**config.mk**
```make
export PLATFORM = sky130hd
export DESIGN_NAME = led_count_bank
export DESIGN_NICKNAME = d
export VERILOG_FILES = /design/src/rtl/led_count_bank.sv
export SDC_FILE = /design/constraint.sdc
export NUM_CORES = 1
export LEC_CHECK = 0
export ABC_AREA = 0
export CAP_MARGIN = 20
export CELL_PAD_IN_SITES_DETAIL_PLACEMENT = 0
export CELL_PAD_IN_SITES_GLOBAL_PLACEMENT = 2
export CORE_MARGIN = 3
export CORE_UTILIZATION = 35
export CTS_CLUSTER_SIZE = 8
export DETAILED_ROUTE_END_ITERATION = 7
export PLACE_DENSITY_LB_ADDON = 0.1
export SETUP_SLACK_MARGIN = 0.05
export SYNTH_ARGS = -nofsm -noshare
export SYNTH_HDL_FRONTEND = slang
export SYNTH_SLANG_ARGS = --single-unit
```
**constraint.sdc**
```tcl
create_clock -name CLK -period 11 [get_ports CLK]
set_input_delay 2.2 -clock CLK [delete_from_list [all_inputs] [get_ports CLK]]
set_output_delay 2.2 -clock CLK [all_outputs]
set_load 0.02 [all_outputs]
```
**src/rtl/led_count_bank.sv**
```systemverilog
`default_nettype none
// led_count_bank: NCH programmable up-counters (wrap or one-shot) behind one
// command port, with a registered LED tap showing a slice of a selected channel.
module led_count_bank #(
  parameter int WIDTH   = 32,
  parameter int NCH     = 4,
  parameter int CHW     = 2,
  parameter int LED_W   = 8,
  parameter int LED_LSB = 16
) (
  input  logic               CLK,
  input  logic               RST,
  input  logic               enable,
  input  logic               cmd_valid,
  output logic               cmd_ready,
  input  logic [CHW-1:0]     cmd_ch,
  input  logic [1:0]         cmd_op,
  input  logic [WIDTH-1:0]   cmd_data,
  output logic               cmd_err,
  input  logic [CHW-1:0]     led_sel,
  output logic [LED_W-1:0]   led,
  output logic [NCH-1:0]     run,
  output logic [NCH-1:0]     done,
  output logic [NCH-1:0]     wrap
);

  typedef enum logic [1:0] {
    S_IDLE = 2'd0,
    S_RUN  = 2'd1,
    S_DONE = 2'd2
  } state_t;

  localparam logic [1:0] OP_LOAD_CNT = 2'b00;
  localparam logic [1:0] OP_LOAD_LIM = 2'b01;
  localparam logic [1:0] OP_START    = 2'b10;
  localparam logic [1:0] OP_STOP     = 2'b11;

  logic [WIDTH-1:0] count   [NCH];
  logic [WIDTH-1:0] limit   [NCH];
  logic             oneshot [NCH];
  state_t           state   [NCH];

  logic             accept;
  logic [NCH-1:0]   hit;
  logic             ch_ok;
  logic [LED_W-1:0] led_next;

  assign accept = cmd_valid && cmd_ready;

  // Channel decode by comparison so indices >= NCH never address the arrays.
  always_comb begin
    hit      = '0;
    ch_ok    = 1'b0;
    led_next = '0;
    for (int i = 0; i < NCH; i++) begin
      if (cmd_ch == CHW'(i)) begin
        hit[i] = accept;
        ch_ok  = 1'b1;
      end
      if (led_sel == CHW'(i)) begin
        led_next = count[i][LED_LSB +: LED_W];
      end
    end
  end

  always_ff @(posedge CLK or posedge RST) begin
    if (RST) begin
      cmd_ready <= 1'b1;
      cmd_err   <= 1'b0;
      led       <= '0;
      done      <= '0;
      wrap      <= '0;
      for (int i = 0; i < NCH; i++) begin
        count[i]   <= '0;
        limit[i]   <= '1;
        oneshot[i] <= 1'b0;
        state[i]   <= S_IDLE;
      end
    end else begin
      cmd_ready <= !accept;
      cmd_err   <= accept && !ch_ok;
      led       <= led_next;
      for (int i = 0; i < NCH; i++) begin
        done[i] <= 1'b0;
        wrap[i] <= 1'b0;
        // An accepted command owns the channel this cycle; the increment is dropped.
        if (hit[i]) begin
          case (cmd_op)
            OP_LOAD_CNT: count[i] <= cmd_data;
            OP_LOAD_LIM: limit[i] <= cmd_data;
            OP_START: begin
              if (state[i] == S_DONE) begin
                count[i] <= '0;
              end
              oneshot[i] <= cmd_data[0];
              state[i]   <= S_RUN;
            end
            OP_STOP: begin
              count[i] <= '0;
              state[i] <= S_IDLE;
            end
          endcase
        end else if (enable && state[i] == S_RUN) begin
          if (count[i] == limit[i]) begin
            if (oneshot[i]) begin
              state[i] <= S_DONE;
              done[i]  <= 1'b1;
            end else begin
              count[i] <= '0;
              wrap[i]  <= 1'b1;
            end
          end else begin
            count[i] <= count[i] + 1'b1;
          end
        end
      end
    end
  end

  for (genvar g = 0; g < NCH; g++) begin : g_run
    assign run[g] = (state[g] == S_RUN);
  end

endmodule
`default_nettype wire
```
# After elaboration in Yosys (flattened, before gate mapping)
# Index checks and enable logic that the tools add are counted.
dict set report classes {
  n_addsub 4
  eq_ne 37
  n_mux 85
  reduce_logical 39
}
# operator count
set ops {}
lappend ops {{two-way mux 32 bit} 20}
lappend ops {{one-hot mux 32 bit (3 select lines)} 4}
lappend ops {{adder 32 x 1 -> 32 bit (second input constant)} 4}
lappend ops {{equality test 32 bit} 4}
lappend ops {{two-way mux 1 bit} 40}
lappend ops {{two-way mux 2 bit} 16}
lappend ops {{two-way mux 8 bit} 4}
lappend ops {{AND reduction 4 bit} 8}
lappend ops {{!= test 3 bit (second input constant)} 8}
lappend ops {{nonzero test 2 bit} 12}
lappend ops {{equality test 2 bit (second input constant)} 10}
lappend ops {{!= test 4 x 1 -> 1 bit (second input constant)} 4}
lappend ops {{AND reduction 2 bit} 8}
lappend ops {{equality test 2 x 1 -> 1 bit (second input constant)} 7}
lappend ops {{!= test 3 x 1 -> 1 bit (second input constant)} 4}
lappend ops {{logical AND 1 bit} 6}
lappend ops {{logical NOT 2 bit} 3}
lappend ops {{one-hot mux 2 bit (2 select lines)} 1}
lappend ops {{logical NOT 1 bit} 2}
dict set report word_totals {
  ff_bits 286
  in_bits 42
  output_inout_bits 22
  elab_cells 186
}

# Depth between registers and ports, before layout
# Gate-level depths: netlist (run 1).
dict set report depth {
  depth_word 7
  ltp_mapped 10
  ltp_nobuf 8
}

# Worst setup path before layout (run 1)
# Ideal clock, no wire load.
dict set report synth_path {
  path_type {input-to-reg}
  from {input cmd_op[0]}
  to {register count[3] (netlist bit)}
  setup_ps 121
  arrival_ps 4047
  t_required_ps 10879
  path_slack_ps 6832
  cell_stages 10
  path_buffers 2
  path_cell_list {inv_1 -> ha_1 -> nand2b_1 -> a21o_1 -> o21a_1 -> a41oi_1 -> clkbuf_1 -> clkbuf_1 -> o21ai_0 -> a22o_1}
}
dict set report synth_between {
  elab_chain_len 3
  elab_cells_between_ends 8
  classes_between {4 x eq/ne; 2 x mux; 2 x reduce/logical}
}
# element line_no
set synth_lines {}
lappend synth_lines {{start: declaration} 17} ;# input logic [1:0] cmd_op,
lappend synth_lines {{equality test 2 bit or logical NOT 2 bit (tied branches)} 88} ;# case (cmd_op)
lappend synth_lines {{!= test 4 x 1 -> 1 bit (no line), or another cell as far along} -}
lappend synth_lines {{AND reduction 4 bit (no line) or two-way mux 32 bit (tied branches)} -}
lappend synth_lines {{end signal: indexed assignment} 89} ;# OP_LOAD_CNT: count[i] <= cmd_data;
lappend synth_lines {{end signal: indexed assignment} 113} ;# count[i] <= count[i] + 1'b1;
lappend synth_lines {{end: declaration} 38} ;# logic [WIDTH-1:0] count [NCH];
# Several ways; a longest one is shown, not always the timed one.
# A chain may end at the register's enable or synchronous reset.

# Worst setup path after layout (run 1)
dict set report layout_path {
  from {input cmd_op[0]}
  to {register count[28] (netlist bit)}
}
# The elaborated chain is that of the path after synthesis.

==> impl_metrics.ini, run 1 <==
[clock_network]
post_cts_resized = 0
clock-root-buffer = clkbuf_16
cts.clk_slew.worst_paths_ns = 0.05
cts_buffer_depth = 3
clock-sinks = 286
clkLatencyLatePin_ns = 0.58
post_cts_buffers = 0
htreeDepth = 2
hold_buffers = 0
cts_tree = yes
cts_made_buffers = 42

[routing]
vias = 13590
drc = 0
drt_iter0_markers = 1059
dr.pass1.iters = 5
ant_nets = 0
wl_per_cell_um = 27.42
drt_wl_total_um = 62690
vias_per_cell = 5.944

[critical_path]
crit_end = count[28]$_DFFE_PP0P_
r2r_slack_ns = 7.66
endpoint_kind = register
max_stage_delay_ns = 0.56
slowest_stage = a41oi_4
reg2regPathDepth = 8
path_cells = clkdlybuf4s50_1 > inv_1 > ha_1 > nand2b_1 > a21o_1 > o21a_1 > a41oi_4 > buf_4 > a21bo_2 > a22o_1
arrival_ns = 5.77
worstPathMaxFanout = 36
timing.rr.end = count[32]$_DFFE_PP0P_
cp.required_ns = 11.47
worstSetupStartpointType = input pin
startpoint = cmd_op[0]
critical_path_class = input pin to register
r2r-start = cmd_ready$_DFF_PP1_

[die]
core_mm2 = 0.04587
dieArea_mm2 = 0.04957
num_rows = 78
die-height_um = 222.7
die_x_um = 222.7
io_pins = 64
initial_core_util_pct = 35.82

[power]
swShare_pct = 33.72
power_density_mw_per_mm2 = 196.0
p_int_uw = 2471
vdd_drop_max_mv = 0.1133
clockPowerShare_pct = 32.9
p_leak_uw = 0.007436
p_comb_share_pct = 21.8
pwr-share-seq_pct = 45.4
p_sw_uw = 1257

[placed_design]
io_buffers = 63
hpwl_um = 41630
dp.cells = 2206
gp_congestion = 0.8179

[timing]
fin_crit_ns = 5.305
final.setup.tns_ns = 0
setup_viol = 0
rsz0062_at_grt = false
holdWs_ns = 0.5233
worstMarginPinSlew_ns = 1.094
relSlewSlack_pct = 26.41
post-route-period-util_pct = 48.23
drv_slew = 0
finClkSkew_ns = 0.02021
fmax_mhz = 188.5
hold_viol_final = 0

[global_route]
grt_max_degree = 148
overflow = 0
gr-usage-all-layers_pct = 24.87
grt_first_pass_wirelength_um = 91960
grt_antenna_before_repair = 6
grt_pass1_vias = 13200

[layout]
nNetsFinal = 1699
area_growth_pct = 15.76
fillers = 4495
drive_above_1_share_pct = 23.44
fin_cells = 2286

[outcome]
status = complete, no violations

[logic_synthesis]
synth_edf_count = 0
synth.avg_cell_area_um2 = 10.15
ys_seq_area_share_pct = 44.55
syn-num-nets = 1667
synth_cells = 1618
synth_warnings = 0
synth_flop_cell = dfrtp_1
async_flop_share_pct = 100.0
syn_area_mm2 = 0.01643
yosys.cell_types.count = 62
ys_ff_latch = 286

[hold_path]
hold_class = register to register

[job]
drv_cap = 0
cells in the final DEF, fill, tap and decap left out, types with 27 or more instances in the layout:
cell	count
nor3_1	27
nand3_1	58
buf_4	36
clkdlybuf4s50_1	63
o211ai_1	59
clkbuf_16	42
nand4_1	41
nor2_1	71
a22o_1	109
mux2_2	136
nand2_1	160
nor4_1	36
xnor2_1	32
clkbuf_1	29
inv_1	41
dfrtp_1	157
dfstp_2	129
xor2_1	97
o31ai_1	43
o21ai_0	54
synth_stat cells, types with 3 or more instances:
library cell,n,area share (%)
a22o_1,109,5.8
and4_1,17,0.91
o22a_1,5,0.27
o211ai_1,59,2.7
and2_1,11,0.42
nand2_1,160,3.7
or4_1,5,0.23
xor2_1,97,5.2
o221ai_1,8,0.43
o41ai_1,14,0.75
or3_1,23,0.88
nor4_1,36,1.4
ha_1,7,0.53
dfrtp_1,157,24
nand3_1,58,1.8
and3_1,24,0.91
inv_1,42,0.96
a31o_2,7,0.37
a21bo_2,10,0.61
a32o_1,15,0.91
a31oi_1,6,0.23
dfstp_2,129,21
mux2i_1,7,0.43
nor3_1,31,0.94
o21ai_0,55,1.7
xnor2_1,32,1.7
nand2b_1,4,0.15
nand4_1,41,1.6
mux4_2,8,1.1
o22ai_1,12,0.46
a21o_1,4,0.18
clkbuf_1,91,2.1
o31ai_1,43,2.0
nor2b_1,5,0.19
o21ai_1,5,0.15
buf_1,13,0.30
mux2_2,136,9.3
o32ai_1,13,0.69
or2_2,3,0.11
a21oi_1,11,0.34
nor2_1,72,1.6
buf_2,6,0.18
registers in the layout (all words and copies together), names as in the netlist:
register   cells
oneshot        4
limit        128
cmd_err        1
count        128
state          8
led            8
wrap           4
done           4
cmd_ready      1
critical path, delay by kind of cell:
kind,cells,cell delay (ns)
buf+inv,3,1.02
fa+ha+maj,1,0.48
simple gates,1,0.43
compound gates,5,1.60
per-stage QoR:
step | total power, µW | area [µm²] | util [%] | worst slack [ns]
detailed placement | 2514 | 17800 | 38.81 | 5.107
CTS | 3761 | 19000 | 41.43 | 5.710
finish | 3727 | 19020 | 41.46 | 5.695
global placement | 2504 | 17780 | 38.77 | 5.155
floorplan | 2162 | 16430 | - | 1.121
global route | 3913 | 19000 | 41.43 | 5.534
layout make-up:
| type | count | area (µm²) | share of cell area (%) |
|---|---|---|---|
| Antenna cell | 5 | 12.51 | 0.06579 |
| Clock buffer | 71 | 1160 | 6.099 |
| Clock inverter | 4 | 41.29 | 0.2171 |
| Inverter | 42 | 165.2 | 0.8685 |
| Multi-Input combinational cell | 1177 | 8628 | 45.37 |
| Sequential cell | 286 | 7318 | 38.48 |
| Tap cell | 600 | 750.7 | 3.948 |
| Timing Repair Buffer | 101 | 940.9 | 4.948 |
power groups by stage:
| stage | logic (µW) | registers, µW | clock network [µW] |
|---|---|---|---|
| CTS | 817 | 1690 | 1260 |
| detailed placement | 813 | 1700 | 0 |
| global route | 886 | 1730 | 1300 |
| global placement | 808 | 1700 | 0 |
| floorplan | 598 | 1560 | 0 |
| finish | 812 | 1690 | 1220 |
worst min-delay path by stage:
stage | start | to | slack [ns] | cells after the start
3_5_place_dp | state[3]$_DFFE_PP0P_ | state[3]$_DFFE_PP0P_ | 0.51 | 1
3_3_place_gp | state[3]$_DFFE_PP0P_ | state[3]$_DFFE_PP0P_ | 0.50 | 1
2_1_floorplan | oneshot[3]$_DFFE_PP0P_ | wrap[0]$_DFF_PP0_ | 0.44 | 1
5_1_grt | state[7]$_DFFE_PP0P_ | state[7]$_DFFE_PP0P_ | 0.54 | 1
6_report | state[5]$_DFFE_PP0P_ | state[5]$_DFFE_PP0P_ | 0.52 | 1
4_1_cts | state[5]$_DFFE_PP0P_ | state[5]$_DFFE_PP0P_ | 0.52 | 1
kinds of logic after synthesis:
group	count (synthesis)	synth area share, %
and+or+nand+nor	499	15.31
muxes	151	10.85
DFF	286	44.55
buffers and inverters	155	3.625
xor gates and xnor gates	129	6.877
adders and majority gates	7	0.5331
AOI/OAI and AO/OA	390	18.24
other	1	0.02283
per-layer routing:
metal  wire length [µm]  vias up  track usage [%]  share of wire, %
met5                  0        -                0                 0
met4               2254        0            9.537               3.6
met3               3322      102            3.858               5.3
met2              27970      390            37.81                45
met1              29150     6939            35.64                46
li1                   -     6158                -                 -
(Power assumes the default switching activity.)
==> run 2, diff against run 1 <==
Clock period 11 ns to 5.1 ns, I/O delays scaled along.
==> run 2 against run 1 <==
Net effect: global-route usage hardly changed; total power is 110% higher; combinational power is 120% higher; utilization is 0.068 points higher; via count is 0.77% higher; design area is 0.16% higher; hold slack better by 0.0013 ns; die area stayed put; sequential power is 120% higher; first-iteration DRC count is 13% higher; cell count is 0.17% higher; clock power is 110% higher; largest cell class unchanged; highest routed layer unchanged.
==> impl_metrics.ini, run 2 (synthesis results as in run 1) <==
[global_route]
grt_max_degree = 149
overflow = 0
grt_pass1_vias = 13380
grt_antenna_before_repair = 6
gr-usage-all-layers_pct = 24.91
grt_first_pass_wirelength_um = 92600

[critical_path]
path_cells = clkdlybuf4s50_1 > inv_1 > nor3_1 > nand2_1 > o21ai_2 > and2_1 > buf_4 > mux2_2
cp_num_buf_inv = 3
critical_path_class = input pin to register
reg2regPathDepth = 7
cp_top_family = simple AND/OR/NAND/NOR gates
max_stage_delay_ns = 0.85
cp.required_ns = 5.53
worstSetupStartpointType = input pin
worstPathMaxFanout = 16
endpoint_kind = register
cp_num_cells = 8
arrival_ns = 3.88
slowest_stage = nor3_1

[layout]
utilization_pct = 41.53
final_area_mm2 = 0.01905
layout_commonest_cell = nand2_1
fin_cells = 2290
nNetsFinal = 1710
layout_common_cells = nand2_1 (160), dfrtp_1 (157), mux2_2 (136)
drive_above_1_share_pct = 23.86
area_growth_pct = 15.95
top_regs = count x128, limit x128

[die]
die_x_um = 222.7
core_mm2 = 0.04587
initial_core_util_pct = 35.82
num_rows = 78
dieArea_mm2 = 0.04957
die-height_um = 222.7
io_pins = 64

[timing]
final.setup.tns_ns = 0
fin_crit_ns = 3.444
hold_viol_final = 0
worstMarginPinSlew_ns = 1.068
setup_viol = 0
finClkSkew_ns = 0.02372
fmax_mhz = 290.3
drv_slew = 0
post-route-period-util_pct = 67.54
rsz0062_at_grt = false
relSlewSlack_pct = 28.56

[routing]
drt_iter0_markers = 1194
drt_wl_total_um = 62370
ant_nets = 0
vias = 13690
drc = 0
dr.pass1.iters = 5
vias_per_cell = 5.979
wl_per_cell_um = 27.24

[clock_network]
post_cts_buffers = 0
cts.clk_slew.worst_paths_ns = 0.05
post_cts_resized = 0
cts_buffer_depth = 3
hold_buffers = 0
cts_made_buffers = 41
cts_tree = yes
htreeDepth = 2
clock-sinks = 286
clkLatencyLatePin_ns = 0.57
clock-root-buffer = clkbuf_16

[power]
power.total_uw = 7958
power_density_mw_per_mm2 = 417.8
vdd_drop_max_mv = 0.2838
p_leak_uw = 0.007482

[placed_design]
io_buffers = 63
dpl_cell_area_mm2 = 0.01787
gp_congestion = 0.8169
hpwl_um = 41540
dp.cells = 2217

[hold_path]
hold_depth = 1
hold_class = register to register

[job]
drv_cap = 0

[outcome]
status = complete, no violations
==> run 2: worst register-to-register path: cells and delay by family (launching register included) <==
family | cells | cell delay [ns]
muxes | 1 | 0.30
buffers and inverters | 1 | 0.40
and+or+nand+nor | 2 | 1.12
DFF | 1 | 0.47
AOI/OAI and AO/OA | 2 | 0.81
xor gates and xnor gates | 1 | 0.21
==> run 2: metal layers <==
layer	share of wire, %	global-route usage, %	vias up	wire length [µm]
li1	-	-	6178	-
met1	47	36.22	7048	29290
met2	44	37.41	382	27520
met3	6.0	4.902	85	3760
met4	2.9	7.609	0	1803
met5	0	0	-	0
==> run 2: through the flow <==
stage | hold slack (ns) | worst slack [ns]
floorplan | 0.4428 | 0.3941
global placement | 0.4965 | 1.249
detailed placement | 0.5124 | 1.192
CTS | 0.5240 | 1.737
global route | 0.5420 | 1.580
finish | 0.5246 | 1.656
==> run 2: worst paths after layout <==
path,startpoint,endpoint,slack [ns]
worst max-delay path,cmd_ch[0],count[92]$_DFFE_PP0P_,1.66
worst min-delay path,state[7]$_DFFE_PP0P_,state[7]$_DFFE_PP0P_,0.52
worst max register to register,count[81]$_DFFE_PP0P_,count[92]$_DFFE_PP0P_,1.68
worst min register to register,state[7]$_DFFE_PP0P_,state[7]$_DFFE_PP0P_,0.52
max in group asynchronous,RST,limit[123]$_DFFE_PP1P_,3.09
min in group asynchronous,RST,count[74]$_DFFE_PP0P_,1.05
==> run 2: area by class of cell <==
class / instances / area (µm²)
Antenna cell: 1 / 2.502
Sequential cell: 286 / 7318
Timing Repair Buffer: 113 / 1051
Multi-Input combinational cell: 1177 / 8616
Tap cell: 600 / 750.7
Clock inverter: 2 / 17.52
Clock buffer: 69 / 1131
Fill cell: 4524 / 26820
Inverter: 42 / 161.4
==> run 2: report_power, final <==
group / internal [µW] / switching [µW]
Clock: 1500 / 1080
Combinational: 845 / 902
Sequential: 2950 / 690
==> run 3, diff against run 2 <==
Clock period 5.1 ns to 3.4 ns, I/O delays scaled along.
==> run 3 against run 2 <==
Net effect: flip-flop and latch count did not move; die area did not move; cell count rose by 2.1%; hold slack got worse by 0.042 ns; routed wire length rose by 1.5%; total power rose by 51%; combinational power rose by 58%; critical path depth fell by 1; design area rose by 2.3%.
==> impl_metrics.ini, run 3 (synthesis results as in run 1) <==
[global_route]
top_usage_layer = met2
grt_first_pass_wirelength_um = 94120
gr-usage-all-layers_pct = 25.27
grt_antenna_before_repair = 4
use_met2_pct = 38.19
met1_usage_pct = 37.83
grt_max_degree = 82
overflow = 0
grt_pass1_vias = 13440
grt_use_met3_pct = 3.607

[layout]
insertedDiodeCount = 0
nNetsFinal = 1756
fin_cells = 2337
layout_common_cells = nand2_1 (160), dfrtp_1 (157), mux2_2 (136)
area_growth_pct = 18.62
layout_commonest_cell = nand2_1
drive_above_1_share_pct = 25.68
top_regs = count x128, limit x128

[routing]
wl_per_cell_um = 27.08
dr.pass1.iters = 5
drt_wl_total_um = 63290
vias_per_cell = 5.941
ant_nets = 0
drc = 0
drt_iter0_markers = 1059
vias = 13890

[critical_path]
crit_end = count[59]$_DFFE_PP0P_
worstPathMaxFanout = 23
reg2regPathDepth = 7
cp_num_cells = 7
slowest_stage = nor4_1
critical_path_class = register to register
r2r-start = count[53]$_DFFE_PP0P_
endpoint_kind = register
cp_num_buf_inv = 1
r2r_slack_ns = 0.48
cp_top_family = simple AND/OR/NAND/NOR gates
timing.rr.end = count[59]$_DFFE_PP0P_
max_stage_delay_ns = 0.62
cp.required_ns = 3.84
startpoint = count[53]$_DFFE_PP0P_
worstSetupStartpointType = register
arrival_ns = 3.36
path_cells = xor2_1 > nor4_1 > nand4_1 > o21ai_4 > buf_12 > o211ai_1 > a22o_1

[clock_network]
clkLatencyLatePin_ns = 0.56
clock-root-buffer = clkbuf_16
cts_tree = yes
post_cts_buffers = 0
post_cts_resized = 0
clock-sinks = 286
hold_buffers = 0
cts.clk_slew.worst_paths_ns = 0.06
cts_made_buffers = 41
cts_buffer_depth = 3
htreeDepth = 2

[die]
die-height_um = 222.7
initial_core_util_pct = 35.82
dieArea_mm2 = 0.04957
num_rows = 78
io_pins = 64
core_mm2 = 0.04587
die_x_um = 222.7

[power]
p_comb_share_pct = 22.9
p_int_uw = 8024
vdd_drop_max_mv = 0.3625
power_density_mw_per_mm2 = 618.2
pwr-share-seq_pct = 45.1
clockPowerShare_pct = 32.0
swShare_pct = 33.40
p_sw_uw = 4023
p_leak_uw = 0.007730

[placed_design]
place_ws_ns = 0.2185
dp.cells = 2263
io_buffers = 63
gp_congestion = 0.8256
hpwl_um = 43400

[timing]
final.setup.tns_ns = 0
rsz0062_at_grt = false
post-route-period-util_pct = 85.74
setup_viol = 0
worstMarginPinSlew_ns = 1.070
drv_slew = 0
timing.final.ws_setup_ns = 0.4848
holdWs_ns = 0.4829
fmax_mhz = 343.0
relSlewSlack_pct = 28.43
finClkSkew_ns = 0.01734
fin_crit_ns = 2.915
hold_viol_final = 0

[job]
drv_cap = 0

[outcome]
status = complete, no violations

[hold_path]
hold_class = input pin to async pin
-- run 3: how the worst min path moves through the flow --
stage	endpoint	slack [ns]	cells after the start	start
after floorplan	wrap[0]$_DFF_PP0_	0.44	1	oneshot[3]$_DFFE_PP0P_
after global placement	state[3]$_DFFE_PP0P_	0.50	1	state[3]$_DFFE_PP0P_
after detailed placement	state[5]$_DFFE_PP0P_	0.51	1	state[5]$_DFFE_PP0P_
after CTS	count[79]$_DFFE_PP0P_	0.47	2	RST
after global routing	count[79]$_DFFE_PP0P_	0.51	2	RST
final	count[79]$_DFFE_PP0P_	0.48	2	RST
-- run 3: power groups by stage --
stage | sequential, µW | clock (µW) | combinational (µW)
6_report | 5430 | 3850 | 2760
5_1_grt | 5550 | 4100 | 3000
4_1_cts | 5420 | 3960 | 2780
3_5_place_dp | 5460 | 0 | 2770
3_3_place_gp | 5460 | 0 | 2750
2_1_floorplan | 5060 | 0 | 1940
-- run 3: worst reg2reg max path, cell delays in order, from the launching register on --
cell	delay (ns)
dfrtp_1	0.61
xor2_1	0.18
nor4_1	0.62
nand4_1	0.31
o21ai_4	0.49
buf_12	0.24
o211ai_1	0.12
a22o_1	0.25
-- run 3: cell type report --
type                            count  area [µm²]
Clock buffer                       73        1146
Fill cell                        4488       26380
Inverter                           42       161.4
Multi-Input combinational cell   1177        8612
Sequential cell                   286        7318
Tap cell                          600       750.7
Timing Repair Buffer              159        1499
-- run 3: per-stage QoR --
| stage | total power (µW) | utilization, % | area [µm²] |
|---|---|---|---|
| after floorplan | 6998 | - | 16430 |
| after global placement | 8206 | 39.98 | 18340 |
| after detailed placement | 8229 | 39.98 | 18340 |
| after CTS | 12160 | 42.47 | 19480 |
| after global routing | 12660 | 42.49 | 19490 |
| final | 12050 | 42.49 | 19490 |
-- run 3: layer usage --
metal | vias up | wire, µm
li1 | 6263 | -
met1 | 7177 | 30720
met2 | 377 | 27870
met3 | 68 | 3178
met4 | 0 | 1524
met5 | - | 0
